**config.mk**
```make
export PLATFORM = sky130hd
export DESIGN_NAME = thread_pc_unit
export DESIGN_NICKNAME = d
export VERILOG_FILES = /design/src/rtl/thread_pc_unit.sv
export SDC_FILE = /design/constraint.sdc
export NUM_CORES = 1
export LEC_CHECK = 0
export BUFFER_PORTS_ARGS = -buffer_cell sky130_fd_sc_hd__buf_4
export CAP_MARGIN = 10
export CELL_PAD_IN_SITES_DETAIL_PLACEMENT = 1
export CELL_PAD_IN_SITES_GLOBAL_PLACEMENT = 2
export CORE_MARGIN = 5
export CORE_UTILIZATION = 38
export CTS_CLUSTER_SIZE = 24
export DETAILED_ROUTE_END_ITERATION = 8
export GPL_TIMING_DRIVEN = 0
export PLACE_DENSITY = 0.83
export SYNTH_ARGS = -nofsm -noshare
export SYNTH_HDL_FRONTEND = slang
export SYNTH_SLANG_ARGS = --single-unit
```
**constraint.sdc**
```tcl
create_clock -name clk -period 9.85 [get_ports clk]
set_clock_uncertainty 0.05 [all_clocks]
set_input_delay 2.955 -clock clk [delete_from_list [all_inputs] [get_ports clk]]
set_output_delay 2.955 -clock clk [all_outputs]
set_load 0.03 [all_outputs]
```
**src/rtl/thread_pc_unit.sv**
```systemverilog
// thread_pc_unit: per-thread program-counter file feeding the fetch stage.
// Holds one PC and one saved exception PC per hardware thread, advances the
// fetching thread's PC on a clean fetch, applies exception / exception-return /
// branch redirects, and emits a one-cycle squash pulse per redirected thread.
module thread_pc_unit #(
    parameter int unsigned N_THREADS  = 4,
    parameter int unsigned TW         = $clog2(N_THREADS),
    parameter logic [31:0] RESET_PC   = 32'h0000_1000,
    parameter logic [31:0] EXC_VECTOR = 32'h0000_2000,
    parameter int unsigned PC_STEP    = 4
) (
    input  logic                 clk,
    input  logic                 rst,
    input  logic [TW-1:0]        fetch_thread,
    output logic [31:0]          pc,
    input  logic                 fetch_advance,
    input  logic [N_THREADS-1:0] stalled,
    input  logic                 br_en,
    input  logic [TW-1:0]        br_thread,
    input  logic [31:0]          br_target,
    input  logic                 exc_en,
    input  logic [TW-1:0]        exc_thread,
    input  logic [31:0]          exc_pc,
    input  logic                 iret_en,
    input  logic [TW-1:0]        iret_thread,
    input  logic [TW-1:0]        epc_rd_thread,
    output logic [31:0]          epc_rd,
    output logic [N_THREADS-1:0] squash
);

    logic [31:0]          pc_q   [N_THREADS];
    logic [31:0]          pc_d   [N_THREADS];
    logic [31:0]          epc_q  [N_THREADS];
    logic [31:0]          epc_d  [N_THREADS];
    logic [N_THREADS-1:0] squash_q;
    logic [N_THREADS-1:0] squash_d;

    assign pc     = pc_q[fetch_thread];
    assign epc_rd = epc_q[epc_rd_thread];
    assign squash = squash_q;

    // Next-state per thread: exception > iret > branch > advance > hold.
    always_comb begin
        squash_d = '0;
        for (int unsigned i = 0; i < N_THREADS; i++) begin
            pc_d[i]  = pc_q[i];
            epc_d[i] = epc_q[i];
            if (exc_en && (exc_thread == TW'(i))) begin
                pc_d[i]     = EXC_VECTOR;
                epc_d[i]    = exc_pc;
                squash_d[i] = 1'b1;
            end else if (iret_en && (iret_thread == TW'(i))) begin
                pc_d[i]     = epc_q[i];
                squash_d[i] = 1'b1;
            end else if (br_en && (br_thread == TW'(i))) begin
                pc_d[i]     = {br_target[31:2], 2'b00};
                squash_d[i] = 1'b1;
            end else if (fetch_advance && (fetch_thread == TW'(i)) && !stalled[i]) begin
                pc_d[i] = pc_q[i] + 32'(PC_STEP);
            end
        end
    end

    // PC file, saved-EPC file and squash register; reset wins over all inputs.
    always_ff @(posedge clk) begin
        if (rst) begin
            for (int unsigned i = 0; i < N_THREADS; i++) begin
                pc_q[i]  <= RESET_PC;
                epc_q[i] <= '0;
            end
            squash_q <= '0;
        end else begin
            for (int unsigned i = 0; i < N_THREADS; i++) begin
                pc_q[i]  <= pc_d[i];
                epc_q[i] <= epc_d[i];
            end
            squash_q <= squash_d;
        end
    end

endmodule

```
==> summary.md <==
| Metric | Value |
|---|---|
| Post-DP HPWL | `59690 um` |
| Initial antenna violation count | `4` |
| CP max FO | `10` |
| Worst rel slew slack | `0.1590` |
| Critical Path End Type | `primary output` |
| Mean routed wirelength per cell | `29.68 um` |
| Ys async rst share | `0` |
| Via count | `15426` |
| Number of setup violations in the final report | `0` |
| Fin crit share | `0.8347` |
| Share of cells above drive strength 1 | `0.1482` |
| Post-CTS Setup Bufs | `0` |
| Initial DRC count | `1551` |
| Die Ht | `205.1 um` |
| Layout net count | `2042` |
| Crit path DAT | `5.22 ns` |
| IO Port Bufs | `143` |
| Seq cells post-synth | `260` |
| Layout area overhead | `19.58%` |
| Avg Inst Size Synth | `8.162 um^2` |
| Post-CTS sizing | `0` |
| Switching power | `0.0008933 W` |
| Total Die Area | `42060 um^2` |
| Largest net degree at the start of global routing | `14` |
| Max Transition Viols Final | `0` |
| Clk_lat worst skew | `0.55 ns` |
| Vias per cell | `6.200` |
| Core footprint | `37580 um^2` |
| GP Congestion | `0.9743` |
| Comb power frac | `0.151` |
| Internal power | `0.001984 W` |
| Num Clock Sinks | `260` |
| Sequential power share | `0.414` |
| Syn_nets | `1860` |
| Clk slew on worst S/H paths | `0.06 ns` |
| Final WL | `73850 um` |
| Max Cap Violations | `0` |
| Total iterations of the first detailed-routing run | `5` |
| Kind of critical path | `input port to primary output` |
| Row count | `71` |
| Status | `complete, no violations` |
| Die Width | `205.1 um` |
| Root Driver | `clkbuf_16` |
| EDFF count, synth | `0` |
| Antenna-violating nets left | `0` |
| Fin Setup TNS | `0 ns` |
| Pleak | `6.006 nW` |
| Post-layout min period | `8.222 ns` |
| CTS tree | `built` |
| Fin. Hold Viols | `0` |
| Netlist cell types | `72` |
| VDD IR max | `0.0001361 V` |
| Least-Margin Pin Slew | `1.257 ns` |
| First-pass GRT wire length | `104700 um` |
| WP data required | `6.85 ns` |
| Vias in the first global route | `15011` |
| I/O pin total | `152` |
| CTS Hold Bufs | `0` |
| Total GRT Usage | `0.3424` |
| Global route total overflow | `0` |
| Main flop type after synthesis | `dfxtp_1` |
| Max Clock Freq | `121.6 MHz` |
| Sequential share of the synthesized area | `0.3599` |
| Num CTS Buffers | `34` |
| Maximum buffer depth of the clock tree | `3` |
| Synthesized area | `14460 um^2` |
| Clock group share of total power | `0.435` |
| # diodes | `0` |
| Yosys warning total | `0` |
| Htree depth | `2` |
| DRC viols | `0` |
| Pwr dens | `166.4 nW/um^2` |
| Crit path launch type | `input port` |
| Total power | `0.002877 W` |
| Worst Hold Class | `register to register` |
| Sw Share | `0.3105` |
| RSZ-0062 raised after global routing | `no` |
| Mapped Cells | `1772` |
| Starting Density | `0.3849` |
-- through the flow --
stage | cells | hold WS, ns | setup WS (ns) | util | area (um^2)
finish | 2488 | 0.4290 | 1.628 | 0.4603 | 17300
global route | 2488 | 0.4476 | 1.545 | 0.4603 | 17300
CTS | 2488 | 0.4264 | 1.660 | 0.4603 | 17300
detailed placement | 2429 | 0.4165 | 1.650 | 0.4312 | 16200
global placement | 2426 | 0.4115 | 1.692 | 0.4305 | 16180
floorplan | 1772 | 0.3930 | 2.274 | - | 14460
-- area by class of cell --
type	count	area, um^2
Buffer	139	553.0
Sequential cell	260	5205
Clock inverter	12	123.9
Tap cell	511	639.4
Timing Repair Buffer	146	1095
Clock buffer	47	969.7
Fill cell	4630	20280
Inverter	8	30.03
Multi-Input combinational cell	1365	8681
-- cells by family after synthesis --
family          Yosys count  share of synthesized area
buf+inv                 147                    0.04031
simple gates            671                     0.2134
compound gates          523                     0.2206
flops                   260                     0.3599
mux                      65                     0.1006
xor+xnor                102                    0.06176
fa+ha+maj                 4                   0.003460
-- flip-flops by register name, indices dropped and copies added (netlist names) --
| name | count |
|---|---|
| epc_q | 128 |
| pc_q | 128 |
| squash | 4 |
-- final timing paths --
kind,from,to,slack [ns],cells after the start
hold / removal,epc_q[1][0]$_SDFFE_PP0P_,epc_q[1][0]$_SDFFE_PP0P_,0.43,2
hold reg to reg,epc_q[1][0]$_SDFFE_PP0P_,epc_q[1][0]$_SDFFE_PP0P_,0.43,2
setup / recovery,fetch_thread[0],pc[16],1.63,6
setup reg to reg,pc_q[1][2]$_SDFFE_PP0P_,pc_q[1][22]$_SDFFE_PP0P_,7.13,7
-- power by group through the flow --
stage | sequential, W | clock, W | combinational, W
2_1_floorplan | 0.00117 | 0 | 0.000258
3_3_place_gp | 0.00121 | 0 | 0.000419
3_5_place_dp | 0.00121 | 0 | 0.000425
4_1_cts | 0.00119 | 0.00126 | 0.000428
5_1_grt | 0.00119 | 0.00130 | 0.000460
6_report | 0.00119 | 0.00125 | 0.000434
-- cell usage in the layout, fill, tap and decap left out, drive strengths merged, types with 4 or more instances in the layout --
| cell type | instances |
|---|---|
| buf | 167 |
| nor2 | 117 |
| o22ai | 40 |
| mux4 | 64 |
| a31oi | 11 |
| a21oi | 234 |
| nor3 | 30 |
| o21ai | 92 |
| and4 | 19 |
| nand3 | 56 |
| xor2 | 53 |
| a221o | 33 |
| clkinv | 9 |
| or2 | 7 |
| a211oi | 34 |
| nand2 | 351 |
| o211ai | 8 |
| inv | 8 |
| and3 | 16 |
| nor3b | 4 |
| nand4 | 33 |
| nor4 | 11 |
| clkbuf | 165 |
| a22oi | 23 |
| dfxtp | 260 |
| ha | 4 |
| a221oi | 12 |
| xnor2 | 49 |
| o221ai | 7 |
-- cell usage after synthesis, types with 3 or more instances --
cell type / instances / share of area
nand3_1: 56 / 0.019
nand4_1: 31 / 0.013
or4_1: 3 / 0.0016
nor4_1: 9 / 0.0039
a222oi_1: 3 / 0.0021
or3b_2: 3 / 0.0018
o211ai_1: 8 / 0.0042
nor3b_1: 3 / 0.0016
buf_1: 12 / 0.0031
xor2_1: 53 / 0.032
o21bai_1: 3 / 0.0016
nor3_1: 29 / 0.010
nand2_1: 351 / 0.091
clkbuf_1: 116 / 0.030
o21ai_0: 92 / 0.032
a21oi_1: 234 / 0.081
inv_1: 7 / 0.0018
a221oi_1: 12 / 0.0073
o31ai_1: 3 / 0.0016
a211oi_1: 34 / 0.018
o32ai_1: 3 / 0.0018
o211a_1: 3 / 0.0021
mux4_2: 63 / 0.098
and4_1: 19 / 0.012
and2_1: 3 / 0.0013
or3_1: 3 / 0.0013
xnor2_1: 49 / 0.030
o22ai_1: 40 / 0.017
ha_1: 4 / 0.0035
and3_1: 16 / 0.0069
a31oi_1: 11 / 0.0048
a22oi_1: 23 / 0.012
o221ai_1: 7 / 0.0042
nand2b_1: 3 / 0.0013
nor2_1: 117 / 0.030
or2_2: 6 / 0.0026
buf_2: 7 / 0.0024
a221o_1: 32 / 0.022
dfxtp_1: 260 / 0.36
-- worst max-delay path: stages --
cell and delay, ns:
buf_4 0.10, buf_2 0.30, buf_1 0.67, clkbuf_1 0.54, mux4_2 0.45, buf_4 0.20
-- metal layers --
layer	global-route usage	wire length (um)	share of wire
met1	0.4885	32210	0.44
met2	0.5184	32090	0.43
met3	0.09023	7855	0.11
met4	0.08373	1686	0.023
met5	0	14	0.00019
No activity file was read; power rests on OpenSTA's default activity.
